### config.mk
export PLATFORM = sky130hd
export DESIGN_NAME = re_write_ctrl_flat
export DESIGN_NICKNAME = d
export VERILOG_FILES = /design/src/rtl/re_write_ctrl_pkg.sv /design/src/rtl/re_write_ctrl_if.sv /design/src/rtl/re_write_ctrl_sc_counter.sv /design/src/rtl/re_write_ctrl.sv /design/src/flat_wrapper.sv
export SDC_FILE = /design/constraint.sdc
export NUM_CORES = 1
export LEC_CHECK = 0
export CAP_MARGIN = 20
export CORE_MARGIN = 1
export CORE_UTILIZATION = 30
export CTS_BUF_LIST = sky130_fd_sc_hd__clkbuf_8
export DETAILED_ROUTE_END_ITERATION = 12
export SYNTH_ARGS = -nofsm -noshare
export SYNTH_HDL_FRONTEND = slang
export SYNTH_SLANG_ARGS = --single-unit
export TNS_END_PERCENT = 20
### constraint.sdc
create_clock -name CLK -period 2.96 [get_ports CLK]
set_input_delay 0.592 -clock CLK [delete_from_list [all_inputs] [get_ports CLK]]
set_output_delay 0.592 -clock CLK [all_outputs]
set_load 0.005 [all_outputs]
### src/rtl/re_write_ctrl_pkg.sv
// Shared definitions for the resource-element write controller:
// FSM state encoding, ping-pong memory geometry and counter widths.
package re_write_ctrl_pkg;

    // Ping-pong buffer geometry seen by the writer.
    localparam int unsigned PP_SHIFT  = 423;
    localparam int unsigned MEM_DEPTH = 2048;
    localparam int unsigned ADDR_W    = 11;

    // Symbol counter width (up to 15 symbols per slot) and highest usable subcarrier.
    localparam int unsigned SYM_W     = 4;
    localparam int unsigned MAX_SC    = 1625;

    typedef enum logic [2:0] {
        IDLE     = 3'd0,
        WRITE    = 3'd1,
        SYM_END  = 3'd2,
        GAP      = 3'd3,
        SLOT_END = 3'd4
    } re_state_e;

endpackage

### src/rtl/re_write_ctrl_if.sv
// Sample/DMRS handshakes and memory write port of the RE write controller.
// master: upstream source / testbench side; slave: controller side.
interface re_write_ctrl_if #(
    parameter int unsigned FFT_Len = 18
);
    import re_write_ctrl_pkg::*;

    logic                      start;
    logic signed [FFT_Len-1:0] in_data;
    logic                      in_valid;
    logic                      in_ready;
    logic signed [FFT_Len-1:0] dmrs_data;
    logic                      dmrs_valid;
    logic                      dmrs_ready;
    logic signed [FFT_Len-1:0] wr_data;
    logic                      write_enable;
    logic [ADDR_W-1:0]         write_addr;
    logic                      Sym_Done;
    logic                      RE_Done;
    logic                      busy;
    logic [SYM_W-1:0]          sym_idx;

    modport master (
        output start, in_data, in_valid, dmrs_data, dmrs_valid,
        input  in_ready, dmrs_ready, wr_data, write_enable, write_addr,
               Sym_Done, RE_Done, busy, sym_idx
    );

    modport slave (
        input  start, in_data, in_valid, dmrs_data, dmrs_valid,
        output in_ready, dmrs_ready, wr_data, write_enable, write_addr,
               Sym_Done, RE_Done, busy, sym_idx
    );

endinterface

### src/rtl/re_write_ctrl_sc_counter.sv
// Subcarrier and symbol counters for the RE write controller, with
// terminal-count flags. The subcarrier count wraps to zero only on the
// last subcarrier of a symbol, so it never wraps mid-symbol.
module re_sc_counter
    import re_write_ctrl_pkg::*;
#(
    parameter int unsigned N_SC    = 300,
    parameter int unsigned NUM_SYM = 14
) (
    input  logic              clk_i,
    input  logic              rst_i,
    input  logic              slot_clr_i,
    input  logic              sc_inc_i,
    input  logic              sym_inc_i,
    output logic [ADDR_W-1:0] sc_cnt_o,
    output logic [SYM_W-1:0]  sym_cnt_o,
    output logic              sc_last_o,
    output logic              sym_last_o
);

    localparam logic [ADDR_W-1:0] SC_LAST  = ADDR_W'(N_SC - 1);
    localparam logic [SYM_W-1:0]  SYM_LAST = SYM_W'(NUM_SYM - 1);

    logic [ADDR_W-1:0] sc_cnt_q, sc_cnt_d;
    logic [SYM_W-1:0]  sym_cnt_q, sym_cnt_d;

    assign sc_last_o  = (sc_cnt_q == SC_LAST);
    assign sym_last_o = (sym_cnt_q == SYM_LAST);
    assign sc_cnt_o   = sc_cnt_q;
    assign sym_cnt_o  = sym_cnt_q;

    // Next-count logic: slot clear wins, subcarrier wraps at end of symbol.
    always_comb begin
        sc_cnt_d  = sc_cnt_q;
        sym_cnt_d = sym_cnt_q;
        if (slot_clr_i) begin
            sc_cnt_d  = '0;
            sym_cnt_d = '0;
        end else begin
            if (sc_inc_i) begin
                sc_cnt_d = sc_last_o ? '0 : sc_cnt_q + 1'b1;
            end
            if (sym_inc_i) begin
                sym_cnt_d = sym_cnt_q + 1'b1;
            end
        end
    end

    // Counter registers with synchronous reset.
    always_ff @(posedge clk_i) begin
        if (rst_i) begin
            sc_cnt_q  <= '0;
            sym_cnt_q <= '0;
        end else begin
            sc_cnt_q  <= sc_cnt_d;
            sym_cnt_q <= sym_cnt_d;
        end
    end

endmodule

### src/rtl/re_write_ctrl.sv
// RE write controller: maps precoded samples of each OFDM symbol onto
// consecutive subcarrier addresses of the ping-pong memory, with a symbol
// end pulse, an idle gap between symbols and a slot end pulse.
// Optional build macro DMRS_INSERT_EN: symbol DMRS_SYM is sourced from the
// DMRS port instead of in_data.
module re_write_ctrl
    import re_write_ctrl_pkg::*;
#(
    parameter int unsigned NUM_PRB  = 25,
    parameter int unsigned START_SC = 0,
    parameter int unsigned NUM_SYM  = 14,
    parameter int unsigned DMRS_SYM = 2,
    parameter int unsigned SYM_GAP  = 8,
    parameter int unsigned FFT_Len  = 18
) (
    input  logic            CLK,
    input  logic            RST,
    re_write_ctrl_if.slave  bus
);

    localparam int unsigned N_SC      = 12 * NUM_PRB;
    localparam logic [15:0] GAP_LAST  = 16'((SYM_GAP > 0) ? SYM_GAP - 1 : 0);

    if ((N_SC < 1) || (START_SC + N_SC > MAX_SC)) begin : g_bad_sc_cfg
        $error("re_write_ctrl: START_SC + 12*NUM_PRB must lie in 1..1625");
    end
    if ((NUM_SYM < 1) || (NUM_SYM > 15)) begin : g_bad_sym_cfg
        $error("re_write_ctrl: NUM_SYM must lie in 1..15");
    end

    re_state_e state_q, state_d;
    logic [15:0] gap_cnt_q, gap_cnt_d;

    logic [ADDR_W-1:0] sc_cnt;
    logic [SYM_W-1:0]  sym_cnt;
    logic              sc_last, sym_last;
    logic              slot_clr, sym_inc;

    logic                      dmrs_sym;
    logic                      accept;
    logic signed [FFT_Len-1:0] sample;

    logic                      we_q;
    logic [ADDR_W-1:0]         addr_q;
    logic signed [FFT_Len-1:0] data_q;
    logic                      sym_done_q;
    logic                      re_done_q;

`ifdef DMRS_INSERT_EN
    assign dmrs_sym        = (sym_cnt == SYM_W'(DMRS_SYM));
    assign bus.in_ready    = (state_q == WRITE) && !dmrs_sym;
    assign bus.dmrs_ready  = (state_q == WRITE) && dmrs_sym;
    assign accept          = dmrs_sym ? (bus.dmrs_valid && bus.dmrs_ready)
                                      : (bus.in_valid && bus.in_ready);
    assign sample          = dmrs_sym ? bus.dmrs_data : bus.in_data;
`else
    localparam int unsigned DMRS_SYM_UNUSED = DMRS_SYM;
    logic dmrs_unused;
    assign dmrs_unused     = ^{bus.dmrs_data, bus.dmrs_valid};
    assign dmrs_sym        = 1'b0;
    assign bus.in_ready    = (state_q == WRITE);
    assign bus.dmrs_ready  = 1'b0;
    assign accept          = bus.in_valid && bus.in_ready;
    assign sample          = bus.in_data;
`endif

    re_sc_counter #(
        .N_SC    (N_SC),
        .NUM_SYM (NUM_SYM)
    ) u_cnt (
        .clk_i      (CLK),
        .rst_i      (RST),
        .slot_clr_i (slot_clr),
        .sc_inc_i   (accept),
        .sym_inc_i  (sym_inc),
        .sc_cnt_o   (sc_cnt),
        .sym_cnt_o  (sym_cnt),
        .sc_last_o  (sc_last),
        .sym_last_o (sym_last)
    );

    // Slot sequencing: write samples, close symbol, idle gap, close slot.
    always_comb begin
        state_d   = state_q;
        gap_cnt_d = gap_cnt_q;
        slot_clr  = 1'b0;
        sym_inc   = 1'b0;
        unique case (state_q)
            IDLE: begin
                if (bus.start) begin
                    state_d  = WRITE;
                    slot_clr = 1'b1;
                end
            end
            WRITE: begin
                if (accept && sc_last) begin
                    state_d = SYM_END;
                end
            end
            SYM_END: begin
                sym_inc   = 1'b1;
                gap_cnt_d = '0;
                if (sym_last) begin
                    state_d = SLOT_END;
                end else if (SYM_GAP == 0) begin
                    state_d = WRITE;
                end else begin
                    state_d = GAP;
                end
            end
            GAP: begin
                if (gap_cnt_q == GAP_LAST) begin
                    state_d = WRITE;
                end else begin
                    gap_cnt_d = gap_cnt_q + 1'b1;
                end
            end
            SLOT_END: begin
                state_d = IDLE;
            end
            default: begin
                state_d = IDLE;
            end
        endcase
    end

    // State, gap counter and registered memory-side outputs. The write and
    // both done pulses are registered, which places Sym_Done one cycle after
    // the final write and RE_Done one cycle after the final Sym_Done.
    always_ff @(posedge CLK) begin
        if (RST) begin
            state_q    <= IDLE;
            gap_cnt_q  <= '0;
            we_q       <= 1'b0;
            addr_q     <= '0;
            data_q     <= '0;
            sym_done_q <= 1'b0;
            re_done_q  <= 1'b0;
        end else begin
            state_q    <= state_d;
            gap_cnt_q  <= gap_cnt_d;
            we_q       <= accept;
            if (accept) begin
                addr_q <= ADDR_W'(START_SC) + sc_cnt;
                data_q <= sample;
            end
            sym_done_q <= (state_q == SYM_END);
            re_done_q  <= (state_q == SLOT_END);
        end
    end

    assign bus.write_enable = we_q;
    assign bus.write_addr   = addr_q;
    assign bus.wr_data      = data_q;
    assign bus.Sym_Done     = sym_done_q;
    assign bus.RE_Done      = re_done_q;
    assign bus.busy         = (state_q != IDLE);
    assign bus.sym_idx      = sym_cnt;

endmodule
### src/flat_wrapper.sv
// flat-port wrapper written by rule: the top's interface ports become plain ports
module re_write_ctrl_flat import re_write_ctrl_pkg::*;
#(
    parameter int unsigned NUM_PRB  = 25,
    parameter int unsigned START_SC = 0,
    parameter int unsigned NUM_SYM  = 14,
    parameter int unsigned DMRS_SYM = 2,
    parameter int unsigned SYM_GAP  = 8,
    parameter int unsigned FFT_Len  = 18
)
  (CLK, RST, bus_start, bus_in_data, bus_in_valid, bus_dmrs_data, bus_dmrs_valid, bus_in_ready, bus_dmrs_ready, bus_wr_data, bus_write_enable, bus_write_addr, bus_Sym_Done, bus_RE_Done, bus_busy, bus_sym_idx);
  re_write_ctrl_if #(.FFT_Len(FFT_Len)) bus_i ();
  input  logic CLK;
  input  logic RST;
  input wire logic [$bits(bus_i.start)-1:0] bus_start;
  input wire logic [$bits(bus_i.in_data)-1:0] bus_in_data;
  input wire logic [$bits(bus_i.in_valid)-1:0] bus_in_valid;
  input wire logic [$bits(bus_i.dmrs_data)-1:0] bus_dmrs_data;
  input wire logic [$bits(bus_i.dmrs_valid)-1:0] bus_dmrs_valid;
  output wire logic [$bits(bus_i.in_ready)-1:0] bus_in_ready;
  output wire logic [$bits(bus_i.dmrs_ready)-1:0] bus_dmrs_ready;
  output wire logic [$bits(bus_i.wr_data)-1:0] bus_wr_data;
  output wire logic [$bits(bus_i.write_enable)-1:0] bus_write_enable;
  output wire logic [$bits(bus_i.write_addr)-1:0] bus_write_addr;
  output wire logic [$bits(bus_i.Sym_Done)-1:0] bus_Sym_Done;
  output wire logic [$bits(bus_i.RE_Done)-1:0] bus_RE_Done;
  output wire logic [$bits(bus_i.busy)-1:0] bus_busy;
  output wire logic [$bits(bus_i.sym_idx)-1:0] bus_sym_idx;
  assign bus_i.start = bus_start;
  assign bus_i.in_data = bus_in_data;
  assign bus_i.in_valid = bus_in_valid;
  assign bus_i.dmrs_data = bus_dmrs_data;
  assign bus_i.dmrs_valid = bus_dmrs_valid;
  assign bus_in_ready = bus_i.in_ready;
  assign bus_dmrs_ready = bus_i.dmrs_ready;
  assign bus_wr_data = bus_i.wr_data;
  assign bus_write_enable = bus_i.write_enable;
  assign bus_write_addr = bus_i.write_addr;
  assign bus_Sym_Done = bus_i.Sym_Done;
  assign bus_RE_Done = bus_i.RE_Done;
  assign bus_busy = bus_i.busy;
  assign bus_sym_idx = bus_i.sym_idx;
  re_write_ctrl #(.NUM_PRB(NUM_PRB), .START_SC(START_SC), .NUM_SYM(NUM_SYM), .DMRS_SYM(DMRS_SYM), .SYM_GAP(SYM_GAP), .FFT_Len(FFT_Len)) u_core (.CLK(CLK), .RST(RST), .bus(bus_i));
endmodule
==> Word-level counts from Yosys, hierarchy flattened <==
Index checks and enable logic that the tools add are counted.
{ "word_totals": {"elab_cells": 42, "inputBits": 41, "ff_bits": 66, "output_inout_bits": 39} }
{ "classes": {"mux": 11, "addsub": 3, "n_reduce_logical": 8, "n_eq_ne": 11} }
{ "op_table": {"columns": ["cell", "count"], "rows": [
  ["16-bit one-hot mux with 2 select lines", 1],
  ["16-bit by 1-bit adder with 16-bit output, second input constant", 1],
  ["16-bit by 3-bit equality test with 1-bit output, second input constant", 1],
  ["16-bit two-way mux", 1],
  ["3-bit two-way mux", 4],
  ["3-bit one-hot mux with 4 select lines", 1],
  ["11-bit by 1-bit adder with 11-bit output, second input constant", 1],
  ["11-bit by 9-bit equality test with 1-bit output, second input constant", 1],
  ["11-bit two-way mux", 1],
  ["3-bit by 2-bit equality test with 1-bit output, second input constant", 2],
  ["2-bit != test, second input constant", 3],
  ["4-bit by 1-bit adder with 4-bit output, second input constant", 1],
  ["4-bit equality test, second input constant", 1],
  ["3-bit by 1-bit equality test with 1-bit output, second input constant", 1],
  ["3-bit equality test, second input constant", 1],
  ["3-bit logical NOT", 1],
  ["1-bit two-way mux", 3],
  ["3-bit AND reduction", 1],
  ["3-bit nonzero test", 1],
  ["1-bit logical AND", 2],
  ["2-bit by 1-bit != test with 1-bit output, second input constant", 1],
  ["2-bit AND reduction", 1],
  ["2-bit nonzero test", 1],
  ["2-bit OR reduction", 1]
]} }

==> Logic depth before layout (Yosys ltp) <==
{ "logic_depth": {"word_depth": 5, "depth_mapped": 6} }

==> Hierarchy <==
From an unflattened synthesis, not the netlist that was laid out.
{ "hier_totals": {"cells_unflattened": 347, "area_unflattened_um2": 2884.0} }
{ "modules_own_cells": {"columns": ["mod", "area_each_um2", "instances", "cells_per_inst", "seq_area_each_um2"], "rows": [
  ["re_write_ctrl", 2190.9, 1, 272, 1021.0],
  ["re_sc_counter", 693.2, 1, 75, 300.3]
]} }

==> Worst setup path after synthesis <==
Ideal clock, no wire load.
{ "synth_timing": {"path_type": "reg2reg", "start": "register u_core.u_cnt.sc_cnt_q[2] (netlist: u_core.u_cnt.sc_cnt_o[2])", "end": "register u_core.u_cnt.sc_cnt_q[10] (netlist: u_core.u_cnt.sc_cnt_o[10])", "n_path_buf": 2, "period_less_slack_ns": 1.627, "path_stages_with_launch": 7, "setup_slack_ns": 1.333, "t_required_ns": 2.845, "t_arrival_ns": 1.512, "path_cell_list": "dfxtp_1 -> buf_6 -> or4_4 -> nor4_4 -> a21o_1 -> buf_6 -> nor2_1"} }
{ "synth_via": {"elab_chain_len": 2, "elab_cells_between_ends": 3, "classes_between": "1 x add/sub; 1 x eq/ne; 1 x mux"} }
{ "synth_lines": {"columns": ["element", "line", "rtl"], "rows": [
  ["start: declaration", "re_write_ctrl_sc_counter.sv:24", "logic [ADDR_W-1:0] sc_cnt_q, sc_cnt_d;"],
  ["start signal: assignment", "re_write_ctrl_sc_counter.sv:55", "sc_cnt_q <= sc_cnt_d;"],
  ["11-bit by 1-bit adder with 11-bit output / 11-bit by 9-bit equality test with 1-bit output (equally long branches)", "re_write_ctrl_sc_counter.sv:41, re_write_ctrl_sc_counter.sv:27", null],
  ["11-bit two-way mux (*)", "re_write_ctrl_sc_counter.sv:41", "sc_cnt_d = sc_last_o ? '0 : sc_cnt_q + 1'b1;"]
]} }
Mark *: on every way between the ends. The rest lies on a longest branch, timed or not.
A chain may end at the register's enable or synchronous reset.

==> Worst setup path in the final report <==
{ "layout_timing": {"start": "register u_core.state_q[0]", "end": "output bus_in_ready"} }
{ "layout_via": {"elab_chain_len": 1} }
{ "layout_lines": {"columns": ["element", "line", "rtl"], "rows": [
  ["start: declaration", "re_write_ctrl.sv:31", "re_state_e state_q, state_d;"],
  ["start signal: assignment", "re_write_ctrl.sv:140", "state_q <= state_d;"],
  ["3-bit by 1-bit equality test with 1-bit output", "re_write_ctrl.sv:61", "assign bus.in_ready = (state_q == WRITE);"],
  ["end: declaration", "flat_wrapper.sv:20", "output wire logic [$bits(bus_i.in_ready)-1:0] bus_in_ready;"]
]} }
Every way passes these cells.

==> results.toml <==
[outcome]
outcome = "completed"

[grt]
grt_util_all_layers_pct = 14.02
grt_first_pass_wirelength_mm = 10.87
antenna_found_initial = 0
overflow = 0
grt_max_degree = 38
grt_pass1_vias = 2380

[worst_setup_path]
cp.required_ns = 2.37
crit_fanout = 11
cp-end-kind = "output port"
worstPathArrival_ns = 1.80
critPathKind = "reg -> out"
crit_path_start_kind = "flop"

[logic_synthesis]
postSynthCellCount = 334
yosys_warnings = 0
syn-num-nets = 379
seq_area_frac_synth_pct = 47.02
syn_area_per_cell_sq_um = 8.414
netlist_area_sq_mm = 0.002810
ys_seq_elements = 66
ys_types = 44

[floorplan]
core-area_sq_mm = 0.008891
start_util_pct = 31.61
design.die.area_sq_mm = 0.009758
die_w_microns = 98.79
num_io_pins = 80
num_rows = 34
die_y_microns = 98.79

[timing]
fin_skew_ns = 0.007146
worstMarginPinSlew_ns = 0.5420
relSlewSlack_pct = 63.81
hold_ws_ns = 0.4532
finalSetupViolations = 0
grt_setup_unrepaired = "false"
fin_tns_setup_ns = 0
finalHoldViolCount = 0
slew_violations = 0
fin_crit_sh_pct = 80.96
fmax_ghz = 0.4173
period_needed_ns = 2.396

[finish]
final_util_pct = 41.26
final_cell_mix = "nand2_1, dfxtp_1, clkdlybuf4s50_1"
layout.nets = 431
area_growth_pct = 30.54
num_antenna_cells = 0
design_area_sq_mm = 0.003669
final_common_cell = "nand2_1"
layout-drive-gt1-share_pct = 7.928

[clock_tree]
root_buffer = "clkbuf_8"
cts.path.max_buffers = 2
clk_pin_slew_worst_paths_ns = 0.07
numCtsBuffers = 9
tritoncts = "done"
post_cts_buffers = 0
clock_latency_ns = 0.34
cts_resized = 0
clock_sinks = 66
h-tree-depth = 3
cts_hold_buf = 0

[detailed_routing]
wl_mm = 6.324
ant_nets = 0
viasPerCell = 4.922
drtPass1Iterations = 4
wl_per_cell_microns = 12.67
route.vias.total = 2456
drt_iter0_markers = 125
drc = 0

[pwr]
pwr_density_cell_mw_per_mm2 = 482.5
power_mw = 1.770
peakVddDrop_uv = 339.3
p_leak_nw = 1.264

[placed_design]
dp_hpwl_mm = 4.267
place_area_sq_mm = 0.003475
gp_congestion = 0.7813
port_buffers = 59

[min_path]
hold_class = "reg -> reg"

[job]
maxCapViolations = 0
-- critical path, stage by stage, from the launching register on --
cell	delay, ns
dfxtp_1	0.52
inv_1	0.13
nor3_1	0.27
clkdlybuf4s50_1	0.55
-- cell type report --
class | instances | area, sq um
multi-input combinational | 238 | 1360
clock buffer | 9 | 123.9
clock inverter | 7 | 70.07
tap | 108 | 135.1
inverter | 6 | 22.52
fill | 895 | 5223
sequential | 66 | 1321
timing repair buffer | 65 | 635.6
-- path summary, 6_finish.rpt --
| path | start | end | slack [ns] | cells past startpoint |
|---|---|---|---|---|
| worst min register to register | u_core.bus.wr_data[13]$_SDFFE_PP0P_ | u_core.bus.wr_data[13]$_SDFFE_PP0P_ | 0.45 | 2 |
| worst max-delay path | u_core.state_q[0]$_SDFFE_PP0P_ | bus_in_ready | 0.56 | 3 |
| worst min-delay path | u_core.bus.wr_data[13]$_SDFFE_PP0P_ | u_core.bus.wr_data[13]$_SDFFE_PP0P_ | 0.45 | 2 |
| worst max register to register | u_core.u_cnt.sc_cnt_o[2]$_SDFFE_PP0P_ | u_core.u_cnt.sc_cnt_o[2]$_SDFFE_PP0P_ | 1.09 | 4 |
-- where the power goes --
group / total, mW / internal [mW] / switching, mW / leakage, nW
sequential: 0.909 / 0.900 / 0.00893 / 0.534
clock: 0.742 / 0.387 / 0.356 / 0.0990
combinational: 0.119 / 0.0644 / 0.0543 / 0.631
total: 1.77 / 1.35 / 0.419 / 1.26
-- kinds of logic after synthesis --
group | count (synthesis) | synth area share, %
xor+xnor | 19 | 5.922
fa+ha+maj | 4 | 1.781
other cells | 1 | 0.1334
mux | 3 | 1.113
buf+inv | 30 | 5.120
flops | 66 | 47.02
compound gates | 49 | 9.662
simple gates | 162 | 29.25
-- per-stage QoR --
| stage | std cells | worst slack (ns) |
|---|---|---|
| 6_report | 499 | 0.5635 |
| 5_1_grt | 499 | 0.4780 |
| 4_1_cts | 499 | 0.5763 |
| 3_5_place_dp | 483 | 0.5844 |
| 3_3_place_gp | 483 | 0.6056 |
| 2_1_floorplan | 334 | 1.333 |
-- flip-flops by register name, indices dropped and copies added, names as in the netlist --
signal	count
u_core.state_q	3
u_core.bus.wr_data	18
u_core.bus.write_addr	11
u_core.gap_cnt_q	16
u_core.bus.Sym_Done	1
u_core.u_cnt.sc_cnt_o	11
u_core.bus.RE_Done	1
u_core.bus.write_enable	1
u_core.u_cnt.sym_cnt_o	4
-- synthesized netlist by cell type --
cell,count,area [sq um]
nor4bb_1,2,20.02
buf_1,2,7.510
o211ai_1,1,7.510
nor2_1,24,90.09
o21bai_2,1,11.26
or3_1,8,50.05
nand3_1,8,40.04
nand4bb_1,1,11.26
or3_2,1,7.510
nor3_1,6,30.03
xor2_1,12,105.1
nand4_1,16,100.1
mux2i_1,2,20.02
o21ai_0,5,25.02
buf_4,1,7.510
a211oi_1,1,7.510
clkbuf_1,9,33.78
and2_1,3,18.77
a22oi_1,1,7.510
nor4_4,1,21.27
and4_1,3,26.28
a31oi_1,1,6.260
or4b_2,1,10.01
a21o_1,1,7.510
and4b_1,3,30.03
nand2_1,70,262.8
nor4b_1,1,8.760
or4_4,1,11.26
buf_2,10,50.05
nand2b_1,1,6.260
xnor2_1,7,61.31
conb_1,1,3.750
mux2_2,1,11.26
ha_1,4,50.05
nor4_1,5,31.28
dfxtp_1,66,1321
a21oi_1,36,180.2
or2_2,2,12.51
nor2b_1,3,18.77
buf_6,2,22.52
o211a_1,1,10.01
inv_1,6,22.52
a2bb2oi_1,1,8.760
nor3b_1,2,15.01
-- per-layer routing --
| metal | wire length [microns] | track usage (%) | share of wire [%] |
|---|---|---|---|
| met1 | 2962 | 17.43 | 47 |
| met2 | 2900 | 22.43 | 46 |
| met3 | 360 | 4.681 | 5.7 |
| met4 | 100 | 5.396 | 1.6 |
| met5 | 0 | 0 | 0 |
No activity file was read; power rests on OpenSTA's default activity.
